**src/rtl/keypad_pkg.sv**
```systemverilog
// rtl/keypad_pkg.sv - key codes, debounce FSM states and the 4x3 key map
package keypad_pkg;

  localparam logic [3:0] STAR  = 4'd10;
  localparam logic [3:0] HASH  = 4'd11;
  localparam logic [3:0] MULTI = 4'd14;
  localparam logic [3:0] NONE  = 4'd15;

  typedef enum logic [1:0] {IDLE, CONFIRM, HELD, RELEASE} deb_state_e;

  // Indexed [row][column], columns left to right
  localparam logic [3:0] KEY_MAP [4][3] = '{
    '{4'd1, 4'd2, 4'd3},
    '{4'd4, 4'd5, 4'd6},
    '{4'd7, 4'd8, 4'd9},
    '{STAR, 4'd0, HASH}
  };

endpackage

```
**src/rtl/keypad_scanner_if.sv**
```systemverilog
// rtl/keypad_scanner_if.sv - key matrix drive/sense and key event outputs
interface keypad_scanner_if;

  logic [2:0] col_drv;
  logic [3:0] row_in;
  logic [3:0] key;
  logic       pressed;
  logic       set_code;

  modport master (output col_drv, key, pressed, set_code, input row_in);
  modport slave  (input col_drv, key, pressed, set_code, output row_in);

endinterface

```
**src/rtl/keypad_col_scan.sv**
```systemverilog
// rtl/keypad_col_scan.sv - one-hot column drive with dwell counter
// sample_o marks the last dwell cycle of column col_o.
module keypad_col_scan #(
  parameter int SCAN_DIV = 4
) (
  input  logic       clk,
  input  logic       rst,
  output logic [2:0] col_drv_o,
  output logic       sample_o,
  output logic [1:0] col_o
);

  logic [7:0] dwell_q, dwell_d;
  logic [1:0] col_q, col_d;

  assign sample_o  = (dwell_q == 8'(SCAN_DIV - 1));
  assign col_drv_o = 3'b001 << col_q;
  assign col_o     = col_q;

  always_comb begin
    dwell_d = sample_o ? 8'd0 : dwell_q + 8'd1;
    col_d   = col_q;
    if (sample_o) col_d = (col_q == 2'd2) ? 2'd0 : col_q + 2'd1;
  end

  always_ff @(posedge clk) begin
    if (rst) begin
      dwell_q <= 8'd0;
      col_q   <= 2'd0;
    end else begin
      dwell_q <= dwell_d;
      col_q   <= col_d;
    end
  end

endmodule

```
**src/rtl/keypad_scanner.sv**
```systemverilog
// rtl/keypad_scanner.sv - 4x3 keypad scanner: frame classifier and debounce FSM
module keypad_scanner
  import keypad_pkg::*;
#(
  parameter int SCAN_DIV = 4,
  parameter int DEBOUNCE = 3
) (
  input  logic             clk,
  input  logic             rst,
  keypad_scanner_if.master kif
);

  logic [2:0] col_drv;
  logic       sample;
  logic [1:0] col;

  keypad_col_scan #(.SCAN_DIV(SCAN_DIV)) u_col_scan (
    .clk       (clk),
    .rst       (rst),
    .col_drv_o (col_drv),
    .sample_o  (sample),
    .col_o     (col)
  );

  logic [1:0] acc_hits_q, acc_hits_d;
  logic [3:0] acc_code_q, acc_code_d;
  logic [2:0] col_hits, total_hits;
  logic [3:0] col_code, frame_code;
  logic       frame_done, accept;

  deb_state_e state_q;
  logic [3:0] cand_q, cnt_q, key_q;
  logic       pressed_q, set_code_q;

  // Hit count saturates at 2: only "none / one / more" matters for a frame
  always_comb begin
    col_hits = 3'd0;
    col_code = NONE;
    for (int r = 0; r < 4; r++) begin
      if (kif.row_in[r]) begin
        col_hits = col_hits + 3'd1;
        col_code = KEY_MAP[r][col];
      end
    end
    total_hits = {1'b0, acc_hits_q} + col_hits;
    if (total_hits == 3'd0)      frame_code = NONE;
    else if (total_hits == 3'd1) frame_code = (acc_hits_q == 2'd1) ? acc_code_q : col_code;
    else                         frame_code = MULTI;
    frame_done = sample && (col == 2'd2);
    acc_hits_d = acc_hits_q;
    acc_code_d = acc_code_q;
    if (frame_done) begin
      acc_hits_d = 2'd0;
      acc_code_d = NONE;
    end else if (sample) begin
      acc_hits_d = (total_hits > 3'd2) ? 2'd2 : total_hits[1:0];
      if (col_hits != 3'd0) acc_code_d = col_code;
    end
  end

  assign accept = frame_done &&
                  (((state_q == IDLE) && (frame_code <= HASH) && (DEBOUNCE == 1)) ||
                   ((state_q == CONFIRM) && (frame_code == cand_q) &&
                    (cnt_q + 4'd1 == 4'(DEBOUNCE))));

  always_ff @(posedge clk) begin
    if (rst) begin
      state_q    <= IDLE;
      cand_q     <= NONE;
      cnt_q      <= 4'd0;
      key_q      <= 4'd0;
      pressed_q  <= 1'b0;
      set_code_q <= 1'b0;
      acc_hits_q <= 2'd0;
      acc_code_q <= NONE;
    end else begin
      acc_hits_q <= acc_hits_d;
      acc_code_q <= acc_code_d;
      pressed_q  <= accept && (frame_code <= 4'd9);
      set_code_q <= accept && (frame_code == HASH);
      if (accept && (frame_code <= 4'd9)) key_q <= frame_code;
      if (frame_done) begin
        case (state_q)
          IDLE: if (frame_code <= HASH) begin
            cand_q  <= frame_code;
            cnt_q   <= 4'd1;
            state_q <= accept ? HELD : CONFIRM;
          end
          CONFIRM: begin
            if (frame_code != cand_q) begin
              state_q <= IDLE;
              cnt_q   <= 4'd0;
            end else if (accept) begin
              state_q <= HELD;
              cnt_q   <= 4'd0;
            end else begin
              cnt_q <= cnt_q + 4'd1;
            end
          end
          HELD: if (frame_code == NONE) begin
            state_q <= (DEBOUNCE == 1) ? IDLE : RELEASE;
            cnt_q   <= (DEBOUNCE == 1) ? 4'd0 : 4'd1;
          end
          RELEASE: begin
            if (frame_code != NONE) begin
              state_q <= HELD;
              cnt_q   <= 4'd0;
            end else if (cnt_q + 4'd1 == 4'(DEBOUNCE)) begin
              state_q <= IDLE;
              cnt_q   <= 4'd0;
            end else begin
              cnt_q <= cnt_q + 4'd1;
            end
          end
          default: state_q <= IDLE;
        endcase
      end
    end
  end

  assign kif.col_drv  = col_drv;
  assign kif.key      = key_q;
  assign kif.pressed  = pressed_q;
  assign kif.set_code = set_code_q;

endmodule

```
**src/flat_wrapper.sv**
```systemverilog
// flat-port wrapper written by rule: the top's interface ports become plain ports
module keypad_scanner_flat import keypad_pkg::*;
#(
  parameter int SCAN_DIV = 4,
  parameter int DEBOUNCE = 3
)
  (clk, rst, kif_col_drv, kif_key, kif_pressed, kif_set_code, kif_row_in);
  keypad_scanner_if kif_i ();
  input  logic clk;
  input  logic rst;
  output wire logic [$bits(kif_i.col_drv)-1:0] kif_col_drv;
  output wire logic [$bits(kif_i.key)-1:0] kif_key;
  output wire logic [$bits(kif_i.pressed)-1:0] kif_pressed;
  output wire logic [$bits(kif_i.set_code)-1:0] kif_set_code;
  input wire logic [$bits(kif_i.row_in)-1:0] kif_row_in;
  assign kif_col_drv = kif_i.col_drv;
  assign kif_key = kif_i.key;
  assign kif_pressed = kif_i.pressed;
  assign kif_set_code = kif_i.set_code;
  assign kif_i.row_in = kif_row_in;
  keypad_scanner #(.SCAN_DIV(SCAN_DIV), .DEBOUNCE(DEBOUNCE)) u_core (.clk(clk), .rst(rst), .kif(kif_i));
endmodule
```
**config.mk**
```make
export PLATFORM = sky130hd
export DESIGN_NAME = keypad_scanner_flat
export DESIGN_NICKNAME = d
export VERILOG_FILES = /design/src/rtl/keypad_pkg.sv /design/src/rtl/keypad_scanner_if.sv /design/src/rtl/keypad_col_scan.sv /design/src/rtl/keypad_scanner.sv /design/src/flat_wrapper.sv
export SDC_FILE = /design/constraint.sdc
export NUM_CORES = 1
export LEC_CHECK = 0
export CAP_MARGIN = 30
export CORE_AREA = 2 2 65 67
export DETAILED_ROUTE_END_ITERATION = 7
export DIE_AREA = 0 0 67 69
export MAX_ROUTING_LAYER = met4
export PLACE_DENSITY_LB_ADDON = 0.08
export SYNTH_ARGS = -nofsm -noshare
export SYNTH_HDL_FRONTEND = slang
export SYNTH_SLANG_ARGS = --single-unit
```
**constraint.sdc**
```tcl
create_clock -name clk -period 9.2 [get_ports clk]
set_clock_uncertainty 0.15 [all_clocks]
set_input_delay 1.38 -clock clk [delete_from_list [all_inputs] [get_ports clk]]
set_output_delay 1.38 -clock clk [all_outputs]
set_load 0.01 [all_outputs]
```
# After elaboration in Yosys (flattened, before gate mapping)
# Cells that the tools add are included.
# word_totals
register_bits	32
input_bits	6
# classes
add_sub_neg	7
order_cmp	4
eq_ne	17
n_shift	1
muxes	40
bitwise_logic	1
n_reduce_logical	15
# op_table
cell	n
4-bit two-way mux	21
4-bit binary-select mux with 2-bit select	4
2-bit two-way mux	9
4-bit one-hot mux with 4 select lines	1
3-bit two-way mux	3
8-bit by 1-bit adder with 8-bit output, second input constant	1
4-bit == test, second input constant	2
8-bit by 2-bit == test with 1-bit output, second input constant	1
4-bit <= comparator, second input constant	2
2-bit one-hot mux with 4 select lines	1
3-bit by 1-bit adder with 3-bit output, second input constant	2
2-bit == test, second input constant	3
1-bit logical AND	6
3-bit AND reduction	2
5-bit AND reduction	1
4-bit by 1-bit adder with 4-bit output, second input constant	1
2-bit by 1-bit == test with 1-bit output, second input constant	2
4-bit by 2-bit == test with 1-bit output, second input constant	1
4-bit == test	1
4-bit inequality test	1
4-bit inequality test, second input constant	1
2-bit OR reduction	2
2-bit by 3-bit adder with 3-bit output	1
3-bit by 1-bit == test with 1-bit output, second input constant	1
other kinds (15)	15

# Logic depth before layout (Yosys ltp)
# depth
word_depth	18
ltp_mapped	15
mapped_depth_nobuf	14

# By module
# Synthesis repeated with hierarchy kept, for this count alone.
# unflattened
hier_cells	264
area_unflattened_um2	2224.6
# by_module_without_submodules
module	instances	cells_each	area_each_um2	seq_area_each_um2
keypad_scanner	1	213	1798.0	440.4
keypad_col_scan	1	51	426.7	200.2

# Worst setup path after synthesis
# Ideal clock, no wire load.
# synth_timing
kind	input-to-reg
from	in kif_row_in[0]
to	reg u_core.key_q[2] (netlist: u_core.kif.key[2])
setup_ns	0.103
arrival_time_ns	4.920
path_slack_ns	4.027
path_stages	15
n_path_buf	1
cell_sequence	inv_1 -> ha_1 -> xnor2_1 -> inv_1 -> ha_1 -> mux2_2 -> fa_1 -> xnor3_1 -> and3_1 -> buf_2 -> a21boi_0 -> o221ai_1 -> nor4_4 -> a21oi_1 -> a2111oi_2
# synth_via
elab_chain_len	16
elab_cells_between_ends	23
cone_classes	add/sub: 4; order compare: 1; eq/ne: 2; mux: 11; reduce/logical: 5
# synth_lines
element	line	rtl
start: declaration	flat_wrapper.sv:15	input wire logic [$bits(kif_i.row_in)-1:0] kif_row_in;
1-bit two-way mux	keypad_scanner.sv:40	if (kif.row_in[r]) begin
1-bit by 1-bit adder with 2-bit output	keypad_scanner.sv:41	col_hits = col_hits + 3'd1;
3-bit two-way mux	keypad_scanner.sv:40	
3-bit by 1-bit adder with 3-bit output	keypad_scanner.sv:41	
3-bit two-way mux	keypad_scanner.sv:40	
3-bit by 1-bit adder with 3-bit output	keypad_scanner.sv:41	
3-bit two-way mux	keypad_scanner.sv:40	
2-bit by 3-bit adder with 3-bit output	keypad_scanner.sv:45	total_hits = {1'b0, acc_hits_q} + col_hits;
3-bit by 1-bit == test with 1-bit output	keypad_scanner.sv:47	else if (total_hits == 3'd1) frame_code = (acc_hits_q == 2'd1) ? acc_code_q : col_code;
4-bit two-way mux	keypad_scanner.sv:47	
4-bit two-way mux *	keypad_scanner.sv:46	if (total_hits == 3'd0) frame_code = NONE;
4-bit == test	keypad_scanner.sv:63	((state_q == CONFIRM) && (frame_code == cand_q) &&
1-bit logical AND (2 in series)	keypad_scanner.sv:63	
1-bit logical AND	keypad_scanner.sv:61	assign accept = frame_done &&
1-bit logical AND	keypad_scanner.sv:81	if (accept && (frame_code <= 4'd9)) key_q <= frame_code;
end signal: assignment	keypad_scanner.sv:81	
end: declaration	keypad_scanner.sv:32	logic [3:0] cand_q, cnt_q, key_q;
# Mark *: on every way between the ends. The rest lies on a longest branch, timed or not.
# A chain may end at the register's enable or synchronous reset.

# Worst setup path in the final report
# layout_timing
from	in kif_row_in[1]
to	reg u_core.key_q[2] (netlist: u_core.kif.key[2])
# layout_via
elab_chain_len	14
elab_cells_between_ends	20
cone_classes	add/sub: 3; order compare: 1; eq/ne: 2; mux: 9; reduce/logical: 5
# layout_lines
element	line
3-bit two-way mux	keypad_scanner.sv:40
3-bit by 1-bit adder with 3-bit output	keypad_scanner.sv:41
3-bit two-way mux	keypad_scanner.sv:40
3-bit by 1-bit adder with 3-bit output	keypad_scanner.sv:41
3-bit two-way mux	keypad_scanner.sv:40
2-bit by 3-bit adder with 3-bit output	keypad_scanner.sv:45
3-bit by 1-bit == test with 1-bit output	keypad_scanner.sv:47
4-bit two-way mux	keypad_scanner.sv:47
4-bit two-way mux *	keypad_scanner.sv:46
4-bit == test	keypad_scanner.sv:63
1-bit logical AND (2 in series)	keypad_scanner.sv:63
1-bit logical AND	keypad_scanner.sv:61
1-bit logical AND	keypad_scanner.sv:81
# Marked as above.

==> qor.csv <==
stage,metric,value,unit
routing,vias per cell,5.71,
global_routing,vias in the first global route,1548,
global_routing,pin count of the biggest net entering global routing,23,
flow_run,Max Cap Viol,0,
placed_design,dpl hpwl,3370,um
yosys,Post-synth top cells,"32 x dfxtp_1, 29 x nor2_1, 20 x nand2_1",
clock_tree,CTS Sinks,32,
clock_tree,CTS tree,yes,
routing,Pre-Repair DR Iteration Count,4,
timing,Tcrit/Tclk final,63.6,%
floorplanning,Die Area,0.00462,sq mm
yosys,prevailing post-synth register cell,dfxtp_1,
timing,unrepaired setup endpoints after global routing,false,
floorplanning,Die X,67,um
routing,DRT Wirelength,4530,um
global_routing,grt met2 use,30.5,%
timing,# setup viols final,0,
setup_path,Crit Path Category,input port to flop,
worst_hold_path,min-delay worst type,flop to flop,
placed_design,I/O Buffers,14,
timing,Final Slew Violations,0,
clock_tree,postcts setup bufs,0,
timing,Hold WS,0.334,ns
global_routing,aggregate global-route resource usage,21.5,%
routing,Routed WL per cell,14.4,um
clock_tree,hold buffers post-CTS,0,
global_routing,global route hottest layer,met1,
routing,Post-route DRC,0,
timing,fin crit period,5.85,ns
timing,relative slew slack,45.8,%
clock_tree,Root Buffer,clkbuf_8,
yosys,number of synthesized flops with an enable pin,0,
power_and_ir_drop,Leak,0.921,nW
floorplanning,Die Ht,69,um
placed_design,RD Place Congestion,0.921,
clock_tree,cts bufs inserted,5,
global_routing,antenna violations before repair,0,
placed_design,placed cell count,306,
clock_tree,Skew-Pair Late Insertion Delay,0.29,ns
yosys,synthesized area per cell,8.45,sq um
yosys,distinct cell type count of the synthesized netlist,67,
yosys,Post-Syn Instances,250,
cells_and_area,FILL cells,388,
cells_and_area,# diodes,0,
setup_path,arrival time worst endpoint,5.89,ns
yosys,Async SR Flop Fraction,0,%
routing,number of DRC markers in iteration 0,141,
outcome,status,finished clean,
timing,PnR worst setup slack,3.35,ns
yosys,"Cell Area, Synth",0.00211,sq mm
routing,post-route ant nets,0,
clock_tree,clk buf depth,2,
yosys,Synth Register Bits,32,
floorplanning,initial cell density of the core,54.0,%
yosys,most area-hungry cell type in the Yosys netlist,dfxtp_1,
clock_tree,"Gates resized, CTS repair",0,
global_routing,met1 usage,31.2,%
timing,Hold Fails Final Rpt,0,
placed_design,setup slack at placement,3.06,ns
setup_path,critical path capture point type,flop,
clock_tree,CTS H-tree lvls,2,
global_routing,grt total ovfl,0,
setup_path,CP max FO,9,
yosys,warnings from Yosys,0,
routing,DR vias,1792,
floorplanning,# rows,23,
cells_and_area,layout cells sized above 1,9.47,%
yosys,Synthesized Nets,268,
yosys,most frequent cell after synthesis,dfxtp_1,
floorplanning,core area,0.00391,sq mm
yosys,"top cells by area, synth","dfxtp_1 30%, ha_1 6.5%, nor2_1 5.2%",
clock_tree,clk slew on worst S/H paths,0.07,ns
global_routing,M3 GR Usage,5.22,%
timing,Tightest Pin Transition,0.810,ns
cells_and_area,Post-Layout Cell Count,314,
timing,maximum clock rate,171,MHz
setup_path,Critical Path Start Type,input port,
power_and_ir_drop,PwrDens,137,mW/mm^2
cells_and_area,area grow syn2layout,11.7,%
timing,setup_tns,0,ns
yosys,sequential share of the synthesized area,30.3,%
global_routing,first-pass GRT wire length,7580,um
cells_and_area,# nets final,281,
yosys,share of the synthesized area in the top cell type,30.3,%
power_and_ir_drop,VDD IR max,92.9,uV
floorplanning,I/O pins,15,
setup_path,CP Data Required Time,9.23,ns
==> routing by layer <==
metal | vias up | routed length [um]
met5 | - | 0
met4 | 0 | 33
met3 | 5 | 199
met2 | 34 | 2000
met1 | 828 | 2300
li1 | 925 | -
==> where the power goes <==
part,internal (W),leakage (nW),total (W),switching [W]
logic,0.0000269,0.615,0.0000697,0.0000428
clock network,0.0000527,0.0479,0.000109,0.0000568
registers,0.000142,0.259,0.000145,0.00000323
==> worst max-delay path: stages <==
cell and delay, ns:
clkdlybuf4s50_1 0.58, inv_1 0.10, ha_1 0.33, xnor2_1 0.31, inv_1 0.08, ha_1 0.29
mux2_2 0.29, fa_1 0.42, xnor3_1 0.42, and3_1 0.31, a21boi_0 0.21, o221ai_1 0.25
nor4_4 0.51, a21oi_1 0.15, a2111oi_2 0.27
==> per-stage QoR <==
stage                     total power (W)  area [sq um]  util, %
after floorplan                  0.000201          2110        -
after global placement           0.000217          2270     58.1
after detailed placement         0.000216          2270     58.1
after CTS                        0.000327          2360     60.3
after global routing             0.000343          2360     60.3
final                            0.000324          2360     60.3
==> cell type report <==
cell class / count / area [sq um] / share of cell area [%]
Clock inverter: 3 / 18.8 / 0.795
Clock buffer: 5 / 68.8 / 2.92
Inverter: 16 / 60.1 / 2.55
Timing Repair Buffer: 14 / 140 / 5.94
Tap cell: 50 / 62.6 / 2.65
Multi-Input combinational cell: 194 / 1370 / 58.0
Sequential cell: 32 / 641 / 27.1
==> final timing paths <==
kind,startpoint,cells after the start,slack (ns),to
worst max-delay path,kif_row_in[1],15,3.35,u_core.kif.key[2]$_SDFFE_PP0P_
worst min-delay path,u_core.u_col_scan.dwell_q[0]$_SDFF_PP0_,1,0.33,u_core.u_col_scan.dwell_q[0]$_SDFF_PP0_
worst max register to register,u_core.u_col_scan.col_o[0]$_SDFFE_PP0P_,10,5.79,u_core.kif.key[2]$_SDFFE_PP0P_
worst min register to register,u_core.u_col_scan.dwell_q[0]$_SDFF_PP0_,1,0.33,u_core.u_col_scan.dwell_q[0]$_SDFF_PP0_
==> flip-flops by register name (all words and copies together), names as in the netlist <==
signal                     count
u_core.acc_hits_q              2
u_core.kif.key                 4
u_core.cand_q                  4
u_core.state_q                 2
u_core.kif.set_code            1
u_core.acc_code_q              4
u_core.u_col_scan.dwell_q      8
u_core.cnt_q                   4
u_core.u_col_scan.col_o        2
u_core.kif.pressed             1
==> cells by family (layout without fill, tap and decap cells) <==
logic type	after synthesis	count (layout)	synth area share, %
adders and majority gates	12	12	7.46
DFF	32	32	30.3
and+or+nand+nor	108	108	28.1
buffers and inverters	24	38	4.86
xor gates and xnor gates	10	10	4.80
AOI/OAI and AO/OA	56	56	20.4
muxes	8	8	4.09
==> layout by cell type (no fill, tap or decap), types with 3 or more instances in the layout <==
| master | instances |
|---|---|
| nor3_1 | 7 |
| a211oi_1 | 6 |
| nand2_1 | 20 |
| inv_1 | 15 |
| dfxtp_1 | 32 |
| and2_1 | 3 |
| clkdlybuf4s50_1 | 14 |
| ha_1 | 11 |
| o21a_1 | 3 |
| o211ai_1 | 3 |
| nand2b_1 | 4 |
| xor2_1 | 6 |
| o21ai_0 | 5 |
| nor2_1 | 29 |
| nor4_1 | 4 |
| a21oi_1 | 14 |
| nor3b_1 | 3 |
| mux2i_1 | 6 |
| and3_1 | 6 |
| nand3_1 | 11 |
| clkbuf_8 | 5 |
| xnor2_1 | 3 |
| nor2b_1 | 3 |
No activity file was read; power rests on OpenSTA's default activity.
